$ cat config.mk
export PLATFORM = sky130hd
export DESIGN_NAME = load_align_unit
export DESIGN_NICKNAME = d
export VERILOG_FILES = /design/src/rtl/load_align_unit_pkg.sv /design/src/rtl/load_align_unit_fifo.sv /design/src/rtl/load_align_unit.sv
export SDC_FILE = /design/constraint.sdc
export NUM_CORES = 1
export LEC_CHECK = 0
export BUFFER_PORTS_ARGS = -buffer_cell sky130_fd_sc_hd__buf_4
export CAP_MARGIN = 20
export CORE_MARGIN = 4
export CORE_UTILIZATION = 56
export CTS_CLUSTER_DIAMETER = 40
export DETAILED_ROUTE_END_ITERATION = 8
export GPL_ROUTABILITY_DRIVEN = 0
export HOLD_SLACK_MARGIN = 0.03
export MAX_ROUTING_LAYER = met4
export PLACE_DENSITY = 0.83
export SLEW_MARGIN = 25
export SYNTH_ARGS = -nofsm -noshare
export SYNTH_HDL_FRONTEND = slang
export SYNTH_SLANG_ARGS = --single-unit
$ cat constraint.sdc
create_clock -name clk -period 2.9 [get_ports clk]
set_input_delay 0.725 -clock clk [delete_from_list [all_inputs] [get_ports clk]]
set_output_delay 0.725 -clock clk [all_outputs]
set_load 0.02 [all_outputs]
$ cat src/rtl/load_align_unit_pkg.sv
// Shared types for the load alignment unit: size encodings, the per-request
// meta entry kept while a load is outstanding, and the byte/half extractor.
package load_align_unit_pkg;

    localparam logic [1:0] SIZE_BYTE = 2'b00;
    localparam logic [1:0] SIZE_HALF = 2'b01;
    localparam logic [1:0] SIZE_WORD = 2'b10;

    typedef struct packed {
        logic [1:0] offset;
        logic [1:0] size;
        logic       isUnsigned;
        logic       err;
    } meta_t;

    localparam int META_WIDTH = $bits(meta_t);

    // Size 2'b11 falls through to the word case on purpose.
    function automatic logic [31:0] alignExtract(input logic [31:0] word, input meta_t meta);
        logic [7:0]  byteSel;
        logic [15:0] halfSel;
        logic [31:0] result;
        byteSel = word[{meta.offset, 3'b000} +: 8];
        halfSel = meta.offset[1] ? word[31:16] : word[15:0];
        case (meta.size)
            SIZE_BYTE: result = {{24{byteSel[7] & ~meta.isUnsigned}}, byteSel};
            SIZE_HALF: result = {{16{halfSel[15] & ~meta.isUnsigned}}, halfSel};
            default:   result = word;
        endcase
        return result;
    endfunction

endpackage

$ cat src/rtl/load_align_unit_fifo.sv
// Small synchronous FIFO used for both the request meta queue and the
// returned read-data queue; pushes when full and pops when empty are ignored.
module load_sync_fifo #(
    parameter int WIDTH = 8,
    parameter int DEPTH = 4
) (
    input  logic             clk,
    input  logic             rst_n,
    input  logic             push_i,
    input  logic [WIDTH-1:0] data_i,
    input  logic             pop_i,
    output logic [WIDTH-1:0] data_o,
    output logic             full_o,
    output logic             empty_o
);

    localparam int PTR_W = (DEPTH > 1) ? $clog2(DEPTH) : 1;
    localparam logic [PTR_W:0] FULL_COUNT = (PTR_W + 1)'(DEPTH);

    logic [WIDTH-1:0] storage_q [DEPTH];
    logic [PTR_W-1:0] wrPtr_q;
    logic [PTR_W-1:0] rdPtr_q;
    logic [PTR_W:0]   count_q;
    logic             doPush;
    logic             doPop;

    assign full_o  = (count_q == FULL_COUNT);
    assign empty_o = (count_q == '0);
    assign doPush  = push_i & ~full_o;
    assign doPop   = pop_i & ~empty_o;
    assign data_o  = storage_q[rdPtr_q];

    always_ff @(posedge clk or negedge rst_n) begin
        if (!rst_n) begin
            wrPtr_q <= '0;
            rdPtr_q <= '0;
            count_q <= '0;
        end else begin
            if (doPush) wrPtr_q <= wrPtr_q + PTR_W'(1);
            if (doPop)  rdPtr_q <= rdPtr_q + PTR_W'(1);
            case ({doPush, doPop})
                2'b10:   count_q <= count_q + (PTR_W + 1)'(1);
                2'b01:   count_q <= count_q - (PTR_W + 1)'(1);
                default: count_q <= count_q;
            endcase
        end
    end

    // Storage needs no reset: the count alone decides what is valid.
    always_ff @(posedge clk) begin
        if (doPush) storage_q[wrPtr_q] <= data_i;
    end

endmodule

$ cat src/rtl/load_align_unit.sv
// Load-side memory stage: issues word-aligned reads and returns aligned,
// extended results in order. Define LOAD_MISALIGN_CHECK_EN to flag misaligned loads.
module load_align_unit
    import load_align_unit_pkg::*;
#(
    parameter int DEPTH      = 4,
    parameter int ADDR_WIDTH = 32
) (
    input  logic                  clk,
    input  logic                  rst_n,
    input  logic                  req_valid,
    output logic                  req_ready,
    input  logic [ADDR_WIDTH-1:0] req_addr,
    input  logic [1:0]            req_size,
    input  logic                  req_unsigned,
    output logic                  mem_req_valid,
    input  logic                  mem_req_ready,
    output logic [ADDR_WIDTH-1:0] mem_req_addr,
    input  logic                  mem_rsp_valid,
    input  logic [31:0]           mem_rsp_data,
    output logic                  rsp_valid,
    input  logic                  rsp_ready,
    output logic [31:0]           rsp_data,
    output logic                  rsp_err
);

    logic                  errNow;
    logic                  metaFull;
    logic                  metaEmpty;
    logic                  metaPush;
    logic                  metaPop;
    meta_t                 metaIn;
    meta_t                 metaHead;
    logic [META_WIDTH-1:0] metaHeadBits;
    logic                  dataFull;
    logic                  dataEmpty;
    logic                  dataPush;
    logic                  dataPop;
    logic [31:0]           dataHead;
    logic                  loadOut;
    logic                  headReady;

    logic                  rspValid_q, rspValid_d;
    logic [31:0]           rspData_q,  rspData_d;
    logic                  rspErr_q,   rspErr_d;

`ifdef LOAD_MISALIGN_CHECK_EN
    assign errNow = ((req_size == SIZE_HALF) & req_addr[0]) | (req_size[1] & (|req_addr[1:0]));
`else
    assign errNow = 1'b0;
`endif

    // A full meta queue blocks acceptance even if the head pops this cycle.
    assign req_ready     = ~metaFull & (errNow | mem_req_ready);
    assign mem_req_valid = req_valid & ~metaFull & ~errNow;
    assign mem_req_addr  = {req_addr[ADDR_WIDTH-1:2], 2'b00};
    assign metaPush      = req_valid & req_ready;

    assign metaIn.offset     = req_addr[1:0];
    assign metaIn.size       = req_size;
    assign metaIn.isUnsigned = req_unsigned;
    assign metaIn.err        = errNow;
    assign metaHead          = meta_t'(metaHeadBits);

    load_sync_fifo #(
        .WIDTH (META_WIDTH),
        .DEPTH (DEPTH)
    ) u_metaFifo (
        .clk     (clk),
        .rst_n   (rst_n),
        .push_i  (metaPush),
        .data_i  (metaIn),
        .pop_i   (metaPop),
        .data_o  (metaHeadBits),
        .full_o  (metaFull),
        .empty_o (metaEmpty)
    );

    // Every non-err meta entry yields at most one word, so this never overflows.
    assign dataPush = mem_rsp_valid & ~dataFull;

    load_sync_fifo #(
        .WIDTH (32),
        .DEPTH (DEPTH)
    ) u_dataFifo (
        .clk     (clk),
        .rst_n   (rst_n),
        .push_i  (dataPush),
        .data_i  (mem_rsp_data),
        .pop_i   (dataPop),
        .data_o  (dataHead),
        .full_o  (dataFull),
        .empty_o (dataEmpty)
    );

    assign loadOut   = ~rspValid_q | rsp_ready;
    assign headReady = ~metaEmpty & (metaHead.err | ~dataEmpty);
    assign metaPop   = loadOut & headReady;
    assign dataPop   = metaPop & ~metaHead.err;

    always_comb begin
        rspValid_d = rspValid_q;
        rspData_d  = rspData_q;
        rspErr_d   = rspErr_q;
        if (loadOut) begin
            rspValid_d = headReady;
            if (headReady) begin
                rspErr_d  = metaHead.err;
                rspData_d = metaHead.err ? 32'h0 : alignExtract(dataHead, metaHead);
            end
        end
    end

    always_ff @(posedge clk or negedge rst_n) begin
        if (!rst_n) begin
            rspValid_q <= 1'b0;
            rspData_q  <= 32'h0;
            rspErr_q   <= 1'b0;
        end else begin
            rspValid_q <= rspValid_d;
            rspData_q  <= rspData_d;
            rspErr_q   <= rspErr_d;
        end
    end

    assign rsp_valid = rspValid_q;
    assign rsp_data  = rspData_q;
    assign rsp_err   = rspErr_q;

endmodule

==> summary.txt, run 1 <==
Worst setup path
  • Crit path from: u_metaFifo.rdPtr_q[0]$_DFFE_PN0P_
  • R2R Path Start: u_metaFifo.rdPtr_q[0]$_DFFE_PN0P_
  • Crit path required time: 3.26 ns
  • Critical Path Fanout Max: 16
  • Crit Path Class: reg -> reg
  • CP endpoint kind: register
  • Reg2Reg Depth: 5
  • Worst Path Arrival: 3.06 ns
  • Worst setup SP type: register

Power
  • P_sw: 0.00370 W
  • Switching Share: 34.5%
  • Sequential power share: 39.7%
  • Gate power share: 37.4%
  • PwrDens: 1160 nW/um^2
  • Clock network fraction of total power: 22.9%
  • Static Leak: 3.43 nW
  • Worst IR drop on VDD: 0.692 mV
  • Internal: 0.00702 W

Clocking
  • Worst skew pair latency: 0.43 ns
  • CTS clk-pin slew, worst paths: 0.06 ns
  • Root buf cell: clkbuf_16
  • Post-CTS Setup Inserts: 0
  • CTS buffer count: 17
  • CTS H-Tree Depth: 4
  • Clock buffer depth: 2
  • CTS tree: done
  • CTS Sinks: 195
  • Hold_buf cts: 0

Global routing
  • Number of global-route vias before repair: 4,485
  • Gr ovfl total: 0
  • Initial antenna violation count: 0
  • Largest net degree at the start of global routing: 48
  • Total track usage: 22.4%
  • First-pass GRT wire length: 25,900 microns

Final layout
  • Ant diodes: 0
  • Layout area overhead: 15.5%
  • Share of cells above drive strength 1: 32.5%
  • Layout Cell Area excl Fill: 9210 sq um
  • Final Non-Filler Cells: 697
  • # fillers: 881
  • Final Core Density: 66.1%
  • NumNets Final: 589

Synth
  • Register area share after synthesis: 70.5%
  • Leading area contributor after synthesis: edfxtp_1
  • Syn Area/Cell: 17.8 sq um
  • Synth area leaders: edfxtp_1, dfrtp_1, mux4_2, buf_4, a221o_1
  • Post-Syn Instances: 447
  • Synth warnings: 0
  • Post-synth cell types: 45
  • Seq cells post-synth: 195
  • Yosys top cell area share: 55.7%
  • Most used DFF post-synth: edfxtp_1
  • Synth Cell Area: 7980 sq um
  • EDFF count, synth: 148
  • Async SR Flop Fraction: 24.1%

Die
  • Initial core utilization: 57.3%
  • DIE HEIGHT: 127 microns
  • FP Rows: 43
  • Die ar.: 16,200 sq um
  • I/O Pins: 141
  • Die X: 127 microns
  • CORE AREA: 13,900 sq um

Timing
  • Worst-margin pin slew: 0.766 ns
  • Fin crit period: 2.70 ns
  • Final setup vio count: 0
  • Final WS setup: 0.198 ns
  • Setup total negative slack: 0 ns
  • Max Slew Vio Count: 0
  • Highest clock rate: 370 MHz
  • Clk_skew: 0.00869 ns
  • Unrepaired setup endpoints after global routing: false
  • Final period util: 93.2%
  • Final Hold Fails: 0
  • Slew HR: 48.9%

Drt
  • Vias per cell: 6.20
  • DR top layer: met4
  • DR WL met3: 1430 microns
  • Via count: 4,321
  • Met1 WL: 6560 microns
  • Wirelength, routed: 16,700 microns
  • DRC violation total after the first TritonRoute iteration: 545
  • Drt pass-1 iters: 6
  • Wire length per cell: 23.9 microns
  • DR WL met2: 8400 microns
  • Antenna Violating Nets Remaining: 0
  • Drc violations: 0

Worst hold path
  • Worst hold path type: in -> async

Placement
  • Inst Count DP: 665
  • Dpl hpwl: 10,600 microns
  • Post-Place Cell Area: 8580 sq um
  • Post-placement setup slack: -0.0322 ns
  • Port Buffers: 77

Job
  • Max_cap viols: 0

Status
  • Outcome: complete, no violations
-- metal layers --
metal	vias to the layer above	GRT usage, %
met5	-	-
met4	0	7.57
met3	37	5.98
met2	234	34.8
met1	2233	29.3
li1	1817	-
-- flip-flops by register name, indices dropped and copies added, names as in the netlist --
signal                flops
u_dataFifo.storage_q    128
rsp_data                 32
u_metaFifo.storage_q     20
u_dataFifo.count_q        3
u_metaFifo.count_q        3
u_dataFifo.rdPtr_q        2
u_dataFifo.wrPtr_q        2
u_metaFifo.rdPtr_q        2
u_metaFifo.wrPtr_q        2
rsp_valid                 1
-- cells in the mapped netlist, drive strengths merged (3+ instances only) --
master / instances
o21ai: 11
clkbuf: 10
mux2: 9
a21oi: 9
xnor2: 8
inv: 17
a221o: 16
and2: 6
nand2: 22
o22ai: 8
mux4: 37
dfrtp: 47
edfxtp: 148
nor2: 8
nand2b: 3
xor2: 4
ha: 10
and3: 4
buf: 42
a222oi: 7
-- layout by cell type, fill, tap and decap left out, types with 3 or more instances in the layout --
master and count:
inv_1 16, a221o_1 16, nand2_1 22, bufinv_16 4, o21ai_0 4, mux4_2 37
ha_1 10, dfrtp_1 46, buf_12 4, edfxtp_1 148, o21ai_1 7, and2_1 6
clkbuf_16 17, a21oi_1 8, conb_1 3, nor2_1 6, a222oi_1 7, o22ai_1 8
and3_1 4, mux2_1 6, clkinv_2 4, xor2_1 4, buf_4 84, xnor2_1 8
-- final cells by class --
cell class / count / area, sq um / share of cell area (%)
Clock buffer: 19 / 443 / 4.81
Clock inverter: 13 / 181 / 1.97
Inverter: 17 / 63.8 / 0.693
Multi-Input combinational cell: 185 / 1970 / 21.3
Sequential cell: 195 / 5620 / 61.0
Tap cell: 180 / 225 / 2.44
Timing Repair Buffer: 88 / 711 / 7.72
-- worst paths after layout --
check,to,slack [ns]
max in group asynchronous,u_dataFifo.rdPtr_q[0]$_DFFE_PN0P_,2.13
hold reg to reg,u_dataFifo.count_q[0]$_DFFE_PN0P_,0.49
hold / removal,u_metaFifo.wrPtr_q[0]$_DFFE_PN0P_,0.32
setup reg to reg,rsp_data[22]$_DFFE_PN0N_,0.20
setup / recovery,rsp_data[22]$_DFFE_PN0N_,0.20
min in group clk,u_dataFifo.count_q[0]$_DFFE_PN0P_,0.49
-- critical path: stages, from the launching register on --
cell     delay [ns]
dfrtp_1        0.59
mux4_2         0.76
mux2_4         0.29
mux2i_1        0.10
nor3_4         0.66
a221o_1        0.21
-- power by group through the flow --
stage | registers [W] | clock network, W | logic [W]
2_1_floorplan | 0.00431 | 0 | 0.00263
3_3_place_gp | 0.00425 | 0 | 0.00378
3_5_place_dp | 0.00430 | 0 | 0.00395
4_1_cts | 0.00426 | 0.00248 | 0.00401
5_1_grt | 0.00433 | 0.00263 | 0.00432
6_report | 0.00426 | 0.00246 | 0.00401
-- kinds of logic after synthesis --
group | after synthesis | synth area share [%]
AOI/OAI and AO/OA | 60 | 5.69
xor gates and xnor gates | 12 | 1.32
adders and majority gates | 12 | 2.07
buffers and inverters | 69 | 5.08
DFF | 195 | 70.5
muxes | 48 | 12.1
other | 1 | 0.0470
and+or+nand+nor | 50 | 3.28
-- per-stage QoR --
| stage | power [W] | hold WS (ns) |
|---|---|---|
| finish | 0.0107 | 0.317 |
| global route | 0.0113 | 0.335 |
| CTS | 0.0108 | 0.317 |
| detailed placement | 0.00825 | 0.485 |
| global placement | 0.00803 | 0.473 |
| floorplan | 0.00694 | 0.429 |
-- what timing repair did --
action	in CTS	in global routing
hold endpoints to repair	0	0
gates resized for setup	1	0
endpoints found under the setup margin	16	0
No activity file was read; power rests on OpenSTA's default activity.
==> run 2, diff against run 1 <==
- PLACE_DENSITY: 0.83 -> 0.77
==> summary.txt, run 2 (synthesis results as in run 1) <==
Drt
  • Antenna Violating Nets Remaining: 0
  • Wire length per cell: 22.6 microns
  • Drt pass-1 iters: 6
  • Via count: 4,189
  • Wirelength, routed: 15,800 microns
  • DRC violation total after the first TritonRoute iteration: 486
  • Vias per cell: 6.01
  • Drc violations: 0

Timing
  • Unrepaired setup endpoints after global routing: false
  • Highest clock rate: 401 MHz
  • Worst-margin pin slew: 0.716 ns
  • Final setup vio count: 0
  • Fin crit period: 2.49 ns
  • Slew HR: 52.1%
  • Max Slew Vio Count: 0
  • Clk_skew: 0.0141 ns
  • Setup total negative slack: 0 ns
  • Final period util: 86.0%
  • Final Hold Fails: 0

Power
  • Static Leak: 3.44 nW
  • PwrDens: 1150 nW/um^2
  • Switching Share: 34.9%
  • Gate power share: 37.1%
  • Clock network fraction of total power: 22.7%
  • P_sw: 0.00370 W
  • Worst IR drop on VDD: 0.921 mV
  • Sequential power share: 40.2%
  • Internal: 0.00692 W

Worst setup path
  • CP endpoint kind: register
  • Critical Path Fanout Max: 16
  • CP bufs+invs: 0
  • Worst-path cell with the longest stage delay: mux4_2
  • Worst setup SP type: register
  • Crit path required time: 3.27 ns
  • Critical path's top delay family: multiplexers
  • Worst path max stage delay: 0.72 ns
  • Critical Path, Cell by Cell: mux4_2 -> nor2_4 -> mux2i_1 -> nor3_4 -> a221o_1
  • Worst Path Arrival: 2.86 ns
  • Crit Path Class: reg -> reg

Clocking
  • Root buf cell: clkbuf_16
  • CTS buffer count: 17
  • CTS tree: done
  • Hold_buf cts: 0
  • Post-CTS Setup Inserts: 0
  • CTS H-Tree Depth: 4
  • CTS Sinks: 195
  • CTS clk-pin slew, worst paths: 0.07 ns
  • Worst skew pair latency: 0.44 ns
  • Clock buffer depth: 2
  • Post-CTS sizing: 0

Final layout
  • NumNets Final: 589
  • Largest register FFs: 128
  • Top reg by flops: u_dataFifo.storage_q
  • Commonest cells after routing, fill and taps aside: edfxtp_1, buf_4, dfrtp_1
  • Commonest non-fill, non-tap cell in the layout: edfxtp_1
  • Final Non-Filler Cells: 697
  • Ant diodes: 0
  • Layout area overhead: 15.7%
  • Share of cells above drive strength 1: 32.7%

Global routing
  • First-pass GRT wire length: 25,000 microns
  • Initial antenna violation count: 0
  • Total track usage: 21.6%
  • Largest net degree at the start of global routing: 48
  • Gr ovfl total: 0
  • Number of global-route vias before repair: 4,434

Die
  • DIE HEIGHT: 127 microns
  • Die ar.: 16,200 sq um
  • I/O Pins: 141
  • Initial core utilization: 57.3%
  • Die X: 127 microns
  • FP Rows: 43
  • CORE AREA: 13,900 sq um

Job
  • Max_cap viols: 0

Worst hold path
  • Worst hold path type: in -> async

Status
  • Outcome: complete, no violations

Placement
  • Dpl hpwl: 10,400 microns
  • Port Buffers: 77
  • Inst Count DP: 665
## run 2: cell count changes in the layout (fill, tap and decap cells not counted)
cell / previous run / this run
clkbuf_8: 1 / 0
inv_8: 0 / 3
bufinv_16: 4 / 1
clkinv_8: 0 / 2
buf_4: 84 / 83
clkbuf_16: 17 / 19
buf_12: 4 / 5
clkinvlp_4: 2 / 0
clkinv_2: 4 / 1
clkinv_4: 1 / 0
clkbuf_1: 1 / 0
inv_6: 2 / 5
inv_4: 0 / 1
## run 2: per-layer routing
metal / part of all wire (%) / track usage, %
met5: 0 / -
met4: 2.5 / 8.01
met3: 7.1 / 5.48
met2: 50 / 33.2
met1: 40 / 28.3
## run 2: area by class of cell
class / instances / area (sq um)
Fill cell: 907 / 4710
Clock inverter: 13 / 151
Multi-Input combinational cell: 185 / 1970
Clock buffer: 19 / 475
Inverter: 17 / 63.8
Sequential cell: 195 / 5620
Tap cell: 180 / 225
Timing Repair Buffer: 88 / 723
## run 2: final timing paths
| path | startpoint | end | slack, ns | cells past startpoint |
|---|---|---|---|---|
| max reg2reg | u_metaFifo.rdPtr_q[0]$_DFFE_PN0P_ | rsp_data[23]$_DFFE_PN0N_ | 0.41 | 5 |
| min | rst_n | u_metaFifo.count_q[2]$_DFFE_PN0P_ | 0.29 | 1 |
| max in group asynchronous | rst_n | u_dataFifo.rdPtr_q[0]$_DFFE_PN0P_ | 2.16 | 1 |
| min reg2reg | u_dataFifo.count_q[2]$_DFFE_PN0P_ | u_dataFifo.count_q[2]$_DFFE_PN0P_ | 0.49 | 1 |
| min in group clk | mem_rsp_data[20] | u_dataFifo.storage_q[3][20]$_DFFE_PP_ | 0.48 | 1 |
| max | u_metaFifo.rdPtr_q[0]$_DFFE_PN0P_ | rsp_data[23]$_DFFE_PN0N_ | 0.41 | 5 |
## run 2: stage by stage
step	power, W	utilization, %	instance area [sq um]	worst slack, ns	hold WS [ns]
floorplan	0.00694	-	7990	0.285	0.429
detailed placement	0.00826	61.7	8590	0.172	0.474
CTS	0.0107	66.2	9220	0.145	0.308
global route	0.0112	66.2	9230	0.237	0.339
global placement	0.00812	61.7	8590	0.295	0.474
finish	0.0106	66.2	9230	0.405	0.291
## run 2: power by group through the flow
stage               sequential (W)  combinational, W  clock [W]
finish                     0.00427           0.00394    0.00242
global route               0.00435           0.00429    0.00259
CTS                        0.00427           0.00396    0.00245
detailed placement         0.00432           0.00394          0
global placement           0.00428           0.00384          0
floorplan                  0.00431           0.00263          0
